## config.mk

```make
export PLATFORM = sky130hd
export DESIGN_NAME = pslip_grant_arbiter
export DESIGN_NICKNAME = d
export VERILOG_FILES = /design/src/rtl/pslip_pkg.sv /design/src/rtl/pslip_rr_pick.sv /design/src/rtl/pslip_grant_arbiter.sv
export SDC_FILE = /design/constraint.sdc
export NUM_CORES = 1
export LEC_CHECK = 0
export BUFFER_PORTS_ARGS = -buffer_cell sky130_fd_sc_hd__buf_2
export CAP_MARGIN = 40
export CORE_MARGIN = 5
export CORE_UTILIZATION = 49
export CTS_CLUSTER_SIZE = 24
export DETAILED_ROUTE_END_ITERATION = 6
export HOLD_SLACK_MARGIN = 0.1
export PLACE_DENSITY = 0.8
export SETUP_SLACK_MARGIN = 0.02
export SKIP_CTS_REPAIR_TIMING = 1
export SYNTH_ARGS = -nofsm -noshare
export SYNTH_HDL_FRONTEND = slang
export SYNTH_SLANG_ARGS = --single-unit
```

## constraint.sdc

```tcl
create_clock -name clk -period 2.55 [get_ports clk]
set_input_delay 0.6375 -clock clk [delete_from_list [all_inputs] [get_ports clk]]
set_output_delay 0.6375 -clock clk [all_outputs]
set_load 0.01 [all_outputs]
```

## src/rtl/pslip_pkg.sv

```systemverilog
// Shared constants and types for the pSLIP scheduler stages.
// Default port/priority counts, derived index widths and the grant FSM state.
package pslip_pkg;
  localparam int N_DEF = 4;
  localparam int P_DEF = 4;
  localparam int IDX_W = $clog2(N_DEF);
  localparam int PRI_W = $clog2(P_DEF);

  typedef enum logic {
    IDLE = 1'b0,
    WAIT = 1'b1
  } state_e;
endpackage

```

## src/rtl/pslip_rr_pick.sv

```systemverilog
// Combinational programmable-priority encoder: first set bit of req at or
// above ptr, wrapping modulo N. Shared by the grant and accept stages.
module pslip_rr_pick
  import pslip_pkg::*;
#(
  parameter int N = N_DEF
) (
  input  logic [N-1:0]         req,
  input  logic [$clog2(N)-1:0] ptr,
  output logic [N-1:0]         onehot,
  output logic [$clog2(N)-1:0] idx,
  output logic                 any
);
  localparam int IW = $clog2(N);
  localparam logic [IW:0] N_W = (IW+1)'(N);

  logic [N-1:0] win;
  logic [IW-1:0] off;
  logic [IW:0] sum;

  // Rotate the doubled vector so ptr lands at bit 0; the lowest set bit wins.
  always_comb begin
    win = N'({req, req} >> ptr);
    any = |req;
    off = '0;
    for (int j = N - 1; j >= 0; j--) begin
      if (win[j]) off = IW'(j);
    end
    sum = {1'b0, ptr} + {1'b0, off};
    if (sum >= N_W) sum = sum - N_W;
    idx = sum[IW-1:0];
    onehot = '0;
    if (any) onehot[idx] = 1'b1;
  end
endmodule

```

## src/rtl/pslip_grant_arbiter.sv

```systemverilog
// pSLIP grant stage for one output port: registered round-robin grant with a
// pointer per priority level, held until the accept stage responds.
module pslip_grant_arbiter
  import pslip_pkg::*;
#(
  parameter int N = N_DEF,
  parameter int P = P_DEF
) (
  input  logic                 clk,
  input  logic                 rst,
  input  logic                 req_valid,
  input  logic [N-1:0]         req_in,
  input  logic [$clog2(P)-1:0] pri_in,
  input  logic                 first_iter,
  output logic                 req_ready,
  output logic                 gnt_valid,
  output logic [N-1:0]         gnt_out,
  output logic [$clog2(N)-1:0] gnt_idx,
  output logic [$clog2(P)-1:0] gnt_pri,
  input  logic                 resp_valid,
  input  logic                 resp_accept
);
  localparam int IW = $clog2(N);
  localparam int PW = $clog2(P);
  localparam logic [IW-1:0] LAST = IW'(N - 1);

  state_e state_q, state_d;
  logic [IW-1:0] ptr_q [P];
  logic [IW-1:0] ptr_d [P];
  logic          gnt_valid_q, gnt_valid_d;
  logic [N-1:0]  gnt_out_q, gnt_out_d;
  logic [IW-1:0] gnt_idx_q, gnt_idx_d;
  logic [PW-1:0] gnt_pri_q, gnt_pri_d;
  logic          first_q, first_d;

  logic          xfer, resp_fire, advance;
  logic [IW-1:0] ptr_inc, pick_ptr, pick_idx;
  logic [N-1:0]  pick_oh;
  logic          pick_any;

  always_ff @(posedge clk or posedge rst) begin
    if (rst) begin
      state_q     <= IDLE;
      for (int i = 0; i < P; i++) ptr_q[i] <= '0;
      gnt_valid_q <= 1'b0;
      gnt_out_q   <= '0;
      gnt_idx_q   <= '0;
      gnt_pri_q   <= '0;
      first_q     <= 1'b0;
    end else begin
      state_q     <= state_d;
      ptr_q       <= ptr_d;
      gnt_valid_q <= gnt_valid_d;
      gnt_out_q   <= gnt_out_d;
      gnt_idx_q   <= gnt_idx_d;
      gnt_pri_q   <= gnt_pri_d;
      first_q     <= first_d;
    end
  end

  // Pointer update is computed first so a same-cycle request picks from it.
  always_comb begin
    req_ready = (state_q == IDLE) | ((state_q == WAIT) & resp_valid);
    xfer      = req_valid & req_ready;
    resp_fire = (state_q == WAIT) & resp_valid;
    advance   = resp_fire & resp_accept & first_q;
    ptr_inc   = (gnt_idx_q == LAST) ? '0 : gnt_idx_q + 1'b1;
    ptr_d     = ptr_q;
    if (advance) ptr_d[gnt_pri_q] = ptr_inc;
    pick_ptr  = ptr_d[pri_in];
  end

  pslip_rr_pick #(.N(N)) u_pick (
    .req   (req_in),
    .ptr   (pick_ptr),
    .onehot(pick_oh),
    .idx   (pick_idx),
    .any   (pick_any)
  );

  always_comb begin
    state_d = state_q;
    if (xfer) state_d = pick_any ? WAIT : IDLE;
    else if (resp_fire) state_d = IDLE;
  end

  always_comb begin
    gnt_valid_d = gnt_valid_q;
    gnt_out_d   = gnt_out_q;
    gnt_idx_d   = gnt_idx_q;
    gnt_pri_d   = gnt_pri_q;
    first_d     = first_q;
    if (xfer && pick_any) begin
      gnt_valid_d = 1'b1;
      gnt_out_d   = pick_oh;
      gnt_idx_d   = pick_idx;
      gnt_pri_d   = pri_in;
      first_d     = first_iter;
    end else if (xfer || resp_fire) begin
      gnt_valid_d = 1'b0;
      gnt_out_d   = '0;
    end
  end

  assign gnt_valid = gnt_valid_q;
  assign gnt_out   = gnt_out_q;
  assign gnt_idx   = gnt_idx_q;
  assign gnt_pri   = gnt_pri_q;
endmodule

```

-- After elaboration in Yosys (flattened, before gate mapping)
Index checks and enable logic that the tools add are counted.
- register bits: 19
- input port bits: 12
- output and inout bits: 10
- $add $sub $neg: 3
- order comparisons: 6
- eq/ne operators: 1
- shift-type cells: 1
- mux-type cells: 23
- bitwise gates (word level): 8
- reductions and logical operators: 7
- operator list (operator ; number):
    $mux W2 ; 9
    $mux W4 ; 3
    $ge A3 B3 Y1 const B ; 3
    $bwmux W8 ; 1
    $mux W8 ; 1
    $shr A8 B2 Y4 ; 1
    $mux W1 ; 6
    $not A2 Y3 ; 2
    $and A1 B1 Y1 ; 4
    $bmux W2 S2 ; 1
    $demux W2 S2 ; 1
    $reduce_bool A2 Y1 ; 2
    $reduce_or A4 Y1 ; 1
    $add A2 B2 Y3 ; 1
    $logic_and A1 B1 Y1 ; 3
    $lt A2 B3 Y1 const B ; 1
    $lt A3 B1 Y1 const B ; 1
    $add A2 B1 Y2 const B ; 1
    $demux W1 S2 ; 1
    $eq A2 B2 Y1 const B ; 1
    $ge A2 B1 Y1 const B ; 1
    $sub A2 B1 Y2 const B ; 1
    $logic_or A1 B1 Y1 ; 1
    $not A1 Y1 ; 1
    $or A1 B1 Y1 ; 1

-- Depth between registers and ports, before layout
Gate-level depths: netlist of run 1.
- word-level depth: 24
- depth in mapped cells: 12
- depth with buffers taken out: 11

-- Cells and area by module
Synthesis of run 1 repeated with hierarchy kept, for this count alone.
- cell total of the unflattened synthesis: 121
- area total of the unflattened synthesis: 1222.4 um2
- modules (own cells, without submodules) (module ; times used ; cells each ; area an instance (um2) ; sequential area each (um2)):
    pslip_grant_arbiter ; 1 ; 80 ; 912.1 ; 450.4
    pslip_rr_pick ; 1 ; 41 ; 310.3 ; 0.0

-- Worst setup path before layout of run 1
OpenSTA, ideal clock, no wires.
- path type: input-to-reg
- from: input resp_accept
- to: register gnt_out_q[3] (netlist: gnt_out[3])
- setup time: 0.131 ns
- data arrival time: 2.736 ns
- slack: -0.317 ns
- cell stages on the path: 12
- path through: and4_1 buf_6 nand2_1 a311oi_1 o21ai_0 a21oi_1 o2bb2ai_1 mux2_2 ha_1 xnor2_1 and4_4 o31ai_1
- word-level cells in the longest chain between the ends: 20
- elaborated cells between the ends (all ways): 22
- classes of those cells: add/sub: 2; order compare: 3; shift: 1; mux: 13; bitwise: 2; reduce/logical: 1
- RTL lines (item ; line ; source):
    from (decl) ; pslip_grant_arbiter.sv:21 ; input logic resp_accept
    $and A1 B1 Y1 * (2 in series) ; pslip_grant_arbiter.sv:66 ; advance = resp_fire & resp_accept & first_q;
    $mux W8 * ; pslip_grant_arbiter.sv:69 ; if (advance) ptr_d[gnt_pri_q] = ptr_inc;
    $bmux W2 S2 * ; pslip_grant_arbiter.sv:70 ; pick_ptr = ptr_d[pri_in];
    $mux W2 (not written as such) * (2 in series) ; pslip_grant_arbiter.sv:70 ;
    $shr A8 B2 Y4 ; pslip_rr_pick.sv:23 ; win = N'({req, req} >> ptr);
    $mux W2 (4 in series) ; pslip_rr_pick.sv:27 ; if (win[j]) off = IW'(j);
    $add A2 B2 Y3 * ; pslip_rr_pick.sv:29 ; sum = {1'b0, ptr} + {1'b0, off};
    $ge A3 B3 Y1 / $sub A2 B1 Y2 (equally long branches) ; pslip_rr_pick.sv:30 ; if (sum >= N_W) sum = sum - N_W;
    $mux W2 * ; pslip_rr_pick.sv:30 ;
    $lt A2 B3 Y1 (not written as such) / $ge A2 B1 Y1 (equally long branches) ; pslip_rr_pick.sv:33 ; if (any) onehot[idx] = 1'b1;
    $logic_and A1 B1 Y1 (not written as such) ; pslip_rr_pick.sv:33 ;
    $mux W1 (not written as such) ; pslip_rr_pick.sv:33 ;
    $demux W1 S2 * ; n/a ;
    $mux W4 * ; pslip_rr_pick.sv:33 ;
    $mux W4 * ; pslip_grant_arbiter.sv:93 ; if (xfer && pick_any) begin
    to (signal assigned) ; pslip_grant_arbiter.sv:54 ; gnt_out_q <= gnt_out_d;
    to (decl) ; pslip_grant_arbiter.sv:31 ; logic [N-1:0] gnt_out_q, gnt_out_d;
Every way passes the cells marked *; elsewhere a longest branch is shown, timed or not. The select of a mux whose other input is x is not followed.
A chain may end at the register's enable or synchronous reset.

-- Worst setup path in the final report of run 1
- from: register gnt_idx_q[1] (netlist: gnt_idx[1])
- to: register gnt_out_q[1] (netlist: gnt_out[1])
- word-level cells in the longest chain between the ends: 21
- elaborated cells between the ends (all ways): 24
- classes of those cells: add/sub: 3; order compare: 3; eq/ne: 1; shift: 1; mux: 15; reduce/logical: 1
- RTL lines (item ; line ; source):
    from (decl) ; pslip_grant_arbiter.sv:32 ; logic [IW-1:0] gnt_idx_q, gnt_idx_d;
    from (signal assigned) ; pslip_grant_arbiter.sv:55 ; gnt_idx_q <= gnt_idx_d;
    $add A2 B1 Y2 / $eq A2 B2 Y1 (equally long branches) ; pslip_grant_arbiter.sv:67 ; ptr_inc = (gnt_idx_q == LAST) ? '0 : gnt_idx_q + 1'b1;
    $mux W2 * ; pslip_grant_arbiter.sv:67 ;
    $bwmux W8 * ; pslip_grant_arbiter.sv:69 ;
    $mux W8 * ; pslip_grant_arbiter.sv:69 ;
    $bmux W2 S2 * ; pslip_grant_arbiter.sv:70 ;
    $mux W2 (not written as such) * (2 in series) ; pslip_grant_arbiter.sv:70 ;
    $shr A8 B2 Y4 ; pslip_rr_pick.sv:23 ;
    $mux W2 (4 in series) ; pslip_rr_pick.sv:27 ;
    $add A2 B2 Y3 * ; pslip_rr_pick.sv:29 ;
    $ge A3 B3 Y1 / $sub A2 B1 Y2 (equally long branches) ; pslip_rr_pick.sv:30 ;
    $mux W2 * ; pslip_rr_pick.sv:30 ;
    $lt A2 B3 Y1 (not written as such) / $ge A2 B1 Y1 (equally long branches) ; pslip_rr_pick.sv:33 ;
    $logic_and A1 B1 Y1 (not written as such) ; pslip_rr_pick.sv:33 ;
    $mux W1 (not written as such) ; pslip_rr_pick.sv:33 ;
    $demux W1 S2 * ; n/a ;
    $mux W4 * ; pslip_rr_pick.sv:33 ;
    $mux W4 * ; pslip_grant_arbiter.sv:93 ;
Marked as above.

==> results of run 1 <==
-- registers in the layout (all words and copies together), names as in the netlist --
signal,count
state_q,1
gnt_out,4
gnt_idx,2
first_q,1
gnt_pri,2
ptr_q,8
-- worst register-to-register path: stages, from the launching register on --
cell and delay [ns]:
dfrtp_1 0.44, ha_4 0.29, o41ai_4 0.37, a311oi_4 0.10, buf_4 0.17, nor2_4 0.10
nor2_1 0.05, o2bb2ai_1 0.12, mux2_4 0.27, ha_4 0.19, xnor2_4 0.15, and4_4 0.17
o31ai_4 0.25
-- layer usage --
metal	part of all wire (%)	up-vias	GRT usage, %
li1	-	586	-
met1	41	603	25.20
met2	54	27	35.03
met3	3.4	9	2.376
met4	2.1	0	9.810
met5	0	-	0
-- layout make-up --
class / count / share of cell area (%)
inverter: 6 / 1.224
multi-input combinational: 100 / 51.46
tap: 30 / 2.039
timing repair buffer: 52 / 18.76
sequential: 18 / 24.54
clock buffer: 4 / 1.971
-- stage by stage --
step           util [%]  std cells  total power, mW  TNS, ns
2_1_floorplan         -        128           0.9026  -0.5982
3_3_place_gp      68.26        204            1.181   -2.301
3_5_place_dp      68.26        204            1.218   -2.610
4_1_cts           69.75        208            1.397   -1.131
5_1_grt           75.67        210            1.636   -1.658
6_report          75.67        210            1.550  -0.8997
-- how the worst min path moves through the flow --
stage                           startpoint                     end  slack (ns)  depth (start not counted)
global placement    gnt_out[1]$_DFFE_PP0P_  gnt_out[1]$_DFFE_PP0P_        0.46                          2
finish                                 rst  gnt_pri[0]$_DFFE_PP0P_        0.44                          2
floorplan               ptr_q[6]$_DFF_PP0_      ptr_q[6]$_DFF_PP0_        0.45                          2
global route                           rst      ptr_q[1]$_DFF_PP0_        0.49                          2
CTS                                    rst  gnt_pri[0]$_DFFE_PP0P_        0.45                          2
detailed placement  gnt_out[2]$_DFFE_PP0P_  gnt_out[2]$_DFFE_PP0P_        0.47                          2
-- power breakdown --
part           leakage, nW  switching [mW]  total [mW]  internal, mW
clock network       0.0210          0.0915       0.178        0.0869
logic                0.566           0.427       0.892         0.465
registers            0.228          0.0917       0.480         0.389
-- cells by family (layout without fill, tap and decap cells) --
group / Yosys count / in the layout / synth area share (%)
muxes: 9 / 9 / 8.086
buffers and inverters: 10 / 62 / 3.991
adders and majority gates: 2 / 2 / 2.047
and+or+nand+nor: 49 / 49 / 22.52
DFF: 18 / 18 / 36.85
AOI/OAI and AO/OA: 37 / 37 / 24.36
xor gates and xnor gates: 3 / 3 / 2.150
-- placed cells by master, fill, tap and decap left out, types with 2 or more instances in the layout --
cell | synthesis | layout
a211oi_1 | 4 | 3
a21oi_1 | 3 | 3
a311o_1 | 2 | 2
a31oi_2 | 0 | 2
and4_4 | 1 | 3
buf_2 | 2 | 21
buf_4 | 0 | 29
buf_6 | 1 | 2
clkbuf_4 | 0 | 3
dfrtp_1 | 18 | 17
ha_4 | 0 | 2
inv_1 | 6 | 5
mux2_2 | 7 | 6
mux2i_1 | 2 | 2
nand2_1 | 21 | 18
nand2_2 | 1 | 3
nand2_4 | 1 | 2
nand2b_1 | 3 | 3
nor2_1 | 7 | 6
nor2b_1 | 5 | 4
nor4_1 | 2 | 2
o21ai_0 | 7 | 4
o21ai_1 | 0 | 3
o2bb2ai_1 | 2 | 2
o31ai_1 | 5 | 2
o31ai_2 | 0 | 2
o41ai_2 | 1 | 2
==> impl_results.md, run 1 <==
* Run status: finished, violations left
* Failing checks: negative setup slack
* Final slew viol count at 0
* N_diodes at 0
* Worst IR Drop VDD at 0.0006837 V
* Worst-Margin Slew at 0.7113 ns
* Number of flops mapped to enable cells by yosys at 0
* DRC Markers at 0
* Vias in the first global route at 1256
* Syn Std Cell Area at 1222 um2
* Max clock buf depth at 2
* Die ar. at 3593 um2
* Yosys top cell by area: dfrtp_1
* WL per Instance at 17.69 um
* Critical path arrival at 2.97 ns
* Hold WS at 0.4380 ns
* Slowest CP cell: dfrtp_1
* Crit path top cell by count: ha_4
* Sequential cell area at 451.7 um2
* RSZ-0062 raised after global routing: yes
* Clock Sinks at 18
* Crit. End Element: flip-flop
* Ports at 22
* Critical path launch point type: flip-flop
* Placer Congestion at 0.9737
* Final clock skew at 0.006082 ns
* Library cells used by synthesis at 39
* Final worst slack at -0.2064 ns
* Post-synth top cells: nand2_1 (21), dfrtp_1 (18), mux2_2 (7), nor2_1 (7), o21ai_0 (7)
* Largest net degree at the start of global routing at 19
* Reg2reg end: gnt_out[1]$_DFFE_PP0P_
* Total CTS buffers at 3
* Synth Net Count at 142
* Most common cell in the netlist: nand2_1
* Fmax at 362.8 MHz
* FILL cells at 149
* CTS H-tree depth at 1
* Worst R2R Setup Slack at -0.21 ns
* Die width at 59.95 um
* Total gr overflow at 0
* Pleak at 0.8154 nW
* Syn_area_per_cell at 9.550 um2
* Cell Chain, Critical Path: ha_4, o41ai_4, a311oi_4, buf_4, nor2_4, nor2_1, o2bb2ai_1, mux2_4, ha_4, xnor2_4, and4_4, o31ai_4
* Routed Antenna Nets at 0
* Top post-synthesis cells by area: dfrtp_1 (37%), mux2_2 (6.4%), nand2_1 (6.4%)
* Levels on crit path at 12
* Post-synth top area share at 36.85%
* GRT Util Overall at 20.45%
* Core Footprint at 2432 um2
* Initial Utilization at 50.26%
* Crit path capture: gnt_out[1]$_DFFE_PP0P_
* Crit path launch: gnt_idx[1]$_DFFE_PP0P_
* Multi-input logic area at 947.2 um2
* IO buf count at 21
* Worst path max stage delay at 0.44 ns
* Worst EP required at 2.76 ns
* Number of warnings issued by yosys at 0
* Placed cell areas at 1660 um2
* HPWL Detailed at 2694 um
* FF+latch count, synth at 18
* Via Count at 1225
* Share of cells above drive strength 1 at 55.56%
* CP max FO at 4
* Final period util at 108.1%
* Chip Height at 59.95 um
* Worst skew pair latency at 0.29 ns
* CTS clk-pin slew, worst paths at 0.11 ns
* Final setup violation count at 5
* DRT iter0 DRCs at 52
* Total wire length at 3715 um
* Reg-to-reg startpoint: gnt_idx[1]$_DFFE_PP0P_
* Worst slew margin at 52.53%
* DR pass1 iterations at 4
* Cell Pwr Density at 842.4 nW/um2
* Via density at 5.833
* Initial antenna violation count at 0
* Hold Crit Class: in2async
* Max Cap Viol at 0
* Post-route cell area at 1841 um2
* Final-report hold violation count at 0
* Fin crit period at 2.756 ns
* CTS tree: built
* Seq/Total Area, Yosys at 36.85%
* CP top delay family: compound AO/OA/AOI/OAI gates
* Site row count at 18
* First-pass GRT wire length at 5513 um
* Main synth FF type: dfrtp_1
* Clock root buffer: clkbuf_4
* Layout area overhead at 50.56%
* Buf/Inv on CP at 1
* Syn Inst Count at 128
* Async SR Flop Fraction at 100.0%
* WS Path Type: reg2reg
* Post-place setup slack at -0.4738 ns
* Final Net Count at 195
* Reg2Reg Depth at 12
(Power assumes the default switching activity.)
==> inputs of run 2 (changes only) <==
--- a/config.mk
+++ b/config.mk
@@ -8,11 +8,11 @@
 export BUFFER_PORTS_ARGS = -buffer_cell sky130_fd_sc_hd__buf_2
 export CAP_MARGIN = 40
 export CORE_MARGIN = 5
-export CORE_UTILIZATION = 49
+export CORE_UTILIZATION = 59
 export CTS_CLUSTER_SIZE = 24
 export DETAILED_ROUTE_END_ITERATION = 6
 export HOLD_SLACK_MARGIN = 0.1
-export PLACE_DENSITY = 0.8
+export PLACE_DENSITY = 0.9
 export SETUP_SLACK_MARGIN = 0.02
 export SKIP_CTS_REPAIR_TIMING = 1
 export SYNTH_ARGS = -nofsm -noshare
==> constraint.sdc (replaced) <==
create_clock -name clk -period 3.4 [get_ports clk]
set_input_delay 0.85 -clock clk [delete_from_list [all_inputs] [get_ports clk]]
set_output_delay 0.85 -clock clk [all_outputs]
set_load 0.01 [all_outputs]
==> run 2 against run 1 <==
Effect of this change: the run now ends clean; clock power is 25% lower; critical path depth is 1 lower; clock skew is 0.0017 ns higher; design area is 22% lower; final cell count is 13% lower; routed wire length is 15% lower; flip-flop and latch count stayed put; worst hold slack better by 0.064 ns; global-route usage is 0.52 points higher; combinational power is 54% lower; total power is 42% lower; critical endpoint is now gnt_out[3]$_DFFE_PP0P_; highest routed layer unchanged.
==> impl_results.md, run 2 (synthesized netlist as in run 1, its figures left out) <==
* Placer Congestion at 0.9244 (was 0.9737)
* WL per Instance at 17.29 um (was 17.69 um)
* Run status: complete, no violations (was finished, violations left)
* CTS clk-pin slew, worst paths at 0.10 ns (was 0.11 ns)
* Placed cell areas at 1380 um2 (was 1660 um2)
* Largest net degree at the start of global routing at 19 (unchanged)
* Slowest CP cell: o41a_1 (was dfrtp_1)
* First-pass GRT wire length at 5250 um (was 5513 um)
* Max clock buf depth at 2 (unchanged)
* Most frequent cells in the layout: nand2_1 (21), buf_2 (21), dfrtp_1 (18) (was buf_4 (29), buf_2 (21), nand2_1 (18))
* IO buf count at 21 (unchanged)
* Final worst slack at 0.1801 ns (was -0.2064 ns)
* Max Cap Viol at 0 (unchanged)
* Total gr overflow at 0 (unchanged)
* Worst IR Drop VDD at 0.0004982 V (was 0.0006837 V)
* Post-place setup slack at -0.07140 ns (was -0.4738 ns)
* Share of cells above drive strength 1 at 32.90% (was 55.56%)
* Cell Chain, Critical Path: ha_1, o41a_1, o311a_2, nor2_1, nor2_1, o2bb2ai_1, mux2_2, ha_1, xnor2_1, a31oi_1, o31ai_1 (was ha_4, o41ai_4, a311oi_4, buf_4, nor2_4, nor2_1, o2bb2ai_1, mux2_4, ha_4, xnor2_4, and4_4, o31ai_4)
* Initial Utilization at 62.31% (was 50.26%)
* Via Count at 1154 (was 1225)
* CP max FO at 6 (was 4)
* Reg-to-reg startpoint: gnt_idx[0]$_DFFE_PP0P_ (was gnt_idx[1]$_DFFE_PP0P_)
* Die ar. at 3082 um2 (was 3593 um2)
* Post-route cell area at 1428 um2 (was 1841 um2)
* Fin crit period at 3.220 ns (was 2.756 ns)
* Setup_tns at 0 ns (was -0.8997 ns)
* Final-report hold violation count at 0 (unchanged)
* Final clock skew at 0.007797 ns (was 0.006082 ns)
* Worst-Margin Slew at 0.6771 ns (was 0.7113 ns)
* Hold Crit Class: reg2reg (was in2async)
* Worst EP required at 3.60 ns (was 2.76 ns)
* Core Footprint at 1962 um2 (was 2432 um2)
* DRT iter0 DRCs at 49 (was 52)
* Final slew viol count at 0 (unchanged)
* Biggest register: ptr_q (unchanged)
* Final Net Count at 170 (was 195)
* HPWL Detailed at 2419 um (was 2694 um)
* Initial antenna violation count at 0 (unchanged)
* Critical path arrival at 3.42 ns (was 2.97 ns)
* Worst min-delay path startpoint: ptr_q[2]$_DFF_PP0_
* Total CTS buffers at 3 (unchanged)
* Worst skew pair latency at 0.30 ns (was 0.29 ns)
* N_diodes at 0 (unchanged)
* Vias in the first global route at 1148 (was 1256)
* Clock root buffer: clkbuf_4 (unchanged)
* Via density at 6.341 (was 5.833)
* CTS tree: built (unchanged)
* RSZ-0062 raised after global routing: no (was yes)
* Fmax at 310.6 MHz (was 362.8 MHz)
* DR pass1 iterations at 4 (unchanged)
* Final period util at 94.70% (was 108.1%)
* Chip Height at 55.52 um (was 59.95 um)
* DRC Markers at 0 (unchanged)
* GRT Util Overall at 20.97% (was 20.45%)
* Crit. End Element: flip-flop (unchanged)
* Routed Antenna Nets at 0 (unchanged)
* Total wire length at 3146 um (was 3715 um)
* Site row count at 16 (was 18)
* Crit path launch: gnt_idx[0]$_DFFE_PP0P_ (was gnt_idx[1]$_DFFE_PP0P_)
* Worst path max stage delay at 0.50 ns (was 0.44 ns)
* Layout area overhead at 16.79% (was 50.56%)
* Largest register FFs at 8 (unchanged)
* Clock Sinks at 18 (unchanged)
* Cell Pwr Density at 633.5 nW/um2 (was 842.4 nW/um2)
* WS Path Type: reg2reg (unchanged)
* Hold WS at 0.5017 ns (was 0.4380 ns)
* CTS H-tree depth at 1 (unchanged)
* Ports at 22 (unchanged)
* Pleak at 0.6384 nW (was 0.8154 nW)
* Critical path launch point type: flip-flop (unchanged)
* Final setup violation count at 0 (was 5)
* Die width at 55.52 um (was 59.95 um)
* Worst slew margin at 54.81% (was 52.53%)
## run 2: cell types whose count changed in the layout (fill, tap and decap cells not counted), sizes merged
cell  previous run  this run
buf             52        27
## run 2: final timing paths
| check | endpoint | slack [ns] | cells after the start |
|---|---|---|---|
| max reg2reg | gnt_out[3]$_DFFE_PP0P_ | 0.18 | 11 |
| min reg2reg | ptr_q[2]$_DFF_PP0_ | 0.50 | 2 |
| max | gnt_out[3]$_DFFE_PP0P_ | 0.18 | 11 |
| min in group asynchronous | gnt_idx[0]$_DFFE_PP0P_ | 0.63 | 2 |
| min | ptr_q[2]$_DFF_PP0_ | 0.50 | 2 |
| max in group asynchronous | gnt_out[1]$_DFFE_PP0P_ | 2.34 | 2 |
## run 2: per-layer routing
metal	vias up	track usage [%]	wire (um)
met5	-	0	0
met2	69	36.49	1544
met3	7	2.098	233
met1	543	27.10	1317
li1	535	-	-
met4	0	6.597	51
## run 2: layout make-up
type,instances,area [um2]
tap,27,33.78
clock buffer,4,36.28
fill,142,534.3
sequential,18,450.4
timing repair buffer,27,150.1
inverter,6,22.52
multi-input combinational,100,734.5
## run 2: critical path: cells and delay by family (launching register included)
kind	cells	cell delay [ns]
AOI/OAI and AO/OA	5	1.23
xor gates and xnor gates	1	0.23
adders and majority gates	2	0.66
DFF	1	0.44
muxes	1	0.26
and+or+nand+nor	2	0.30
## run 2: stage by stage
step	total power, mW	util, %	std cells
4_1_cts	0.8894	72.19	182
6_report	0.9044	72.77	182
3_3_place_gp	0.7318	70.34	178
2_1_floorplan	0.6115	-	128
3_5_place_dp	0.7538	70.34	178
5_1_grt	0.9536	72.77	182
## run 2: report_power, final
| group | leakage, nW | switching (mW) | internal [mW] | total (mW) |
|---|---|---|---|---|
| clock | 0.0210 | 0.0681 | 0.0654 | 0.134 |
| combinational | 0.388 | 0.231 | 0.181 | 0.412 |
| sequential | 0.229 | 0.0676 | 0.291 | 0.359 |
| total | 0.638 | 0.367 | 0.538 | 0.904 |
==> inputs of run 3 (changes only) <==
--- a/config.mk
+++ b/config.mk
@@ -13,6 +13,7 @@
 export DETAILED_ROUTE_END_ITERATION = 6
 export HOLD_SLACK_MARGIN = 0.1
 export PLACE_DENSITY = 0.9
+export REMOVE_ABC_BUFFERS = 1
 export SETUP_SLACK_MARGIN = 0.02
 export SKIP_CTS_REPAIR_TIMING = 1
 export SYNTH_ARGS = -nofsm -noshare
==> run 3 against run 2 <==
Effect of this change: maximum frequency increased by 0.82%; critical path depth increased by 2; register-to-register slack improved by 0.11 ns; largest cell class unchanged.
==> impl_results.md, run 3 (synthesized netlist as in run 1, its figures left out) <==
* Run status: complete, no violations (unchanged)
* CTS H-tree depth at 1 (unchanged)
* Final period util at 93.93% (was 94.70%)
* Final Net Count at 169 (was 170)
* Fmax at 313.1 MHz (was 310.6 MHz)
* Final setup violation count at 0 (unchanged)
* CTS clk-pin slew, worst paths at 0.11 ns (was 0.10 ns)
* Die ar. at 3082 um2 (unchanged)
* CP max FO at 8 (was 6)
* Clock power share at 15.2% (was 14.8%)
* Max Cap Viol at 0 (unchanged)
* Total CTS buffers at 3 (unchanged)
* Vias in the first global route at 1156 (was 1148)
* N_diodes at 0 (unchanged)
* HPWL Detailed at 2466 um (was 2419 um)
* P_int at 0.5295 mW (was 0.5378 mW)
* Largest register FFs at 8 (unchanged)
* Reg-to-reg startpoint: gnt_idx[0]$_DFFE_PP0P_ (unchanged)
* Critical path arrival at 3.39 ns (was 3.42 ns)
* Comb pwr share at 44.2% (was 45.6%)
* Die width at 55.52 um (unchanged)
* Worst skew pair latency at 0.30 ns (about the same)
* DRT iter0 DRCs at 57 (was 49)
* IO buf count at 21 (unchanged)
* Final-report hold violation count at 0 (unchanged)
* Hold Crit Class: reg2reg (unchanged)
* Pleak at 0.6299 nW (was 0.6384 nW)
* Most frequent cells in the layout: nand2_1 (21), buf_2 (21), dfrtp_1 (18) (unchanged)
* Share of cells above drive strength 1 at 30.52% (was 32.90%)
* Ports at 22 (unchanged)
* End-of-flow core utilization at 71.81% (was 72.77%)
* Max clock buf depth at 2 (unchanged)
* Fin crit period at 3.194 ns (was 3.220 ns)
* Final slew viol count at 0 (unchanged)
* Crit. End Element: flip-flop (unchanged)
* CTS tree: built (unchanged)
* Final clock skew at 0.005296 ns (was 0.007797 ns)
* Worst slew margin at 54.52% (was 54.81%)
* DRC Markers at 0 (unchanged)
* WS Path Type: in2reg (was reg2reg)
* Cell Pwr Density at 622.7 nW/um2 (was 633.5 nW/um2)
* Initial antenna violation count at 0 (unchanged)
* First-pass GRT wire length at 5244 um (was 5250 um)
* Total wire length at 3072 um (was 3146 um)
* Post-place setup slack at -0.06029 ns (was -0.07140 ns)
* Worst min-delay path startpoint: gnt_out[1]$_DFFE_PP0P_ (was ptr_q[2]$_DFF_PP0_)
* Final worst slack at 0.2062 ns (was 0.1801 ns)
* Crit path launch: pri_in[1] (was gnt_idx[0]$_DFFE_PP0P_)
* DR pass1 iterations at 4 (unchanged)
* Total gr overflow at 0 (unchanged)
* WL per Instance at 16.97 um (was 17.29 um)
* Initial Utilization at 62.31% (unchanged)
* Placer Congestion at 0.9720 (was 0.9244)
* Largest net degree at the start of global routing at 19 (unchanged)
* Clock Sinks at 18 (unchanged)
* Site row count at 16 (unchanged)
* Switching share of power at 39.65% (was 40.53%)
* Layout area overhead at 15.25% (was 16.79%)
* Flop pwr share at 40.6% (was 39.7%)
* Via density at 6.420 (was 6.341)
* Biggest register: ptr_q (unchanged)
* Clock root buffer: clkbuf_4 (unchanged)
* Routed Antenna Nets at 0 (unchanged)
* Chip Height at 55.52 um (unchanged)
* RSZ-0062 raised after global routing: no (unchanged)
* Worst EP required at 3.59 ns (was 3.60 ns)
* Worst-Margin Slew at 0.6815 ns (was 0.6771 ns)
* Core Footprint at 1962 um2 (unchanged)
* Sw power at 0.3479 mW (was 0.3666 mW)
* GRT Util Overall at 21.35% (was 20.97%)
* Worst IR Drop VDD at 0.0003035 V (was 0.0004982 V)
* Via Count at 1162 (was 1154)
* Critical path launch point type: primary input (was flip-flop)
run 3: layer usage:
metal | GRT usage, % | wire (um) | up-vias | part of all wire [%]
met1 | 26.78 | 1294 | 553 | 42
met4 | 13.89 | 137 | 0 | 4.5
met3 | 4.429 | 158 | 16 | 5.1
met5 | 0 | 0 | - | 0
met2 | 32.94 | 1482 | 54 | 48
li1 | - | - | 539 | -
run 3: path summary, 6_finish.rpt:
| check | endpoint | slack [ns] | cells past startpoint |
|---|---|---|---|
| min in group asynchronous | gnt_pri[0]$_DFFE_PP0P_ | 0.64 | 2 |
| max in group asynchronous | ptr_q[4]$_DFF_PP0_ | 2.33 | 2 |
| max reg2reg | gnt_out[0]$_DFFE_PP0P_ | 0.29 | 12 |
| max | gnt_out[0]$_DFFE_PP0P_ | 0.21 | 13 |
| min | gnt_out[1]$_DFFE_PP0P_ | 0.48 | 2 |
| min reg2reg | gnt_out[1]$_DFFE_PP0P_ | 0.48 | 2 |
run 3: per-stage QoR:
step / instance area [um2] / total power, mW / setup TNS (ns) / instances / hold slack (ns)
after CTS: 1409 / 0.8720 / 0 / 181 / 0.4850
after global routing: 1409 / 0.9356 / 0 / 181 / 0.5155
after detailed placement: 1373 / 0.7423 / -0.06148 / 177 / 0.4614
after floorplan: 1196 / 0.6056 / 0 / 124 / 0.4494
final: 1409 / 0.8774 / 0 / 181 / 0.4823
after global placement: 1373 / 0.7185 / 0 / 177 / 0.4601
run 3: area by class of cell:
| cell class | count | area (um2) |
|---|---|---|
| inverter | 6 | 22.52 |
| timing repair buffer | 26 | 142.6 |
| multi-input combinational | 100 | 723.2 |
| clock buffer | 4 | 36.28 |
| fill | 162 | 553.0 |
| sequential | 18 | 450.4 |
| tap | 27 | 33.78 |
run 3: power groups by stage:
stage               registers [mW]  logic [mW]  clock network (mW)
floorplan                    0.360       0.246                   0
global placement             0.354       0.365                   0
detailed placement           0.359       0.384                   0
CTS                          0.355       0.384               0.133
global route                 0.368       0.425               0.142
finish                       0.356       0.388               0.133
run 3: worst max-delay path, cell delays in order:
cell and delay [ns]:
buf_2 0.17, xor2_1 0.30, o41ai_2 0.12, a311oi_1 0.30, buf_4 0.18, o21ai_0 0.10
a21oi_1 0.16, o2bb2ai_1 0.09, mux2_2 0.26, ha_1 0.21, xnor2_1 0.21, a31oi_1 0.10
o31ai_1 0.33
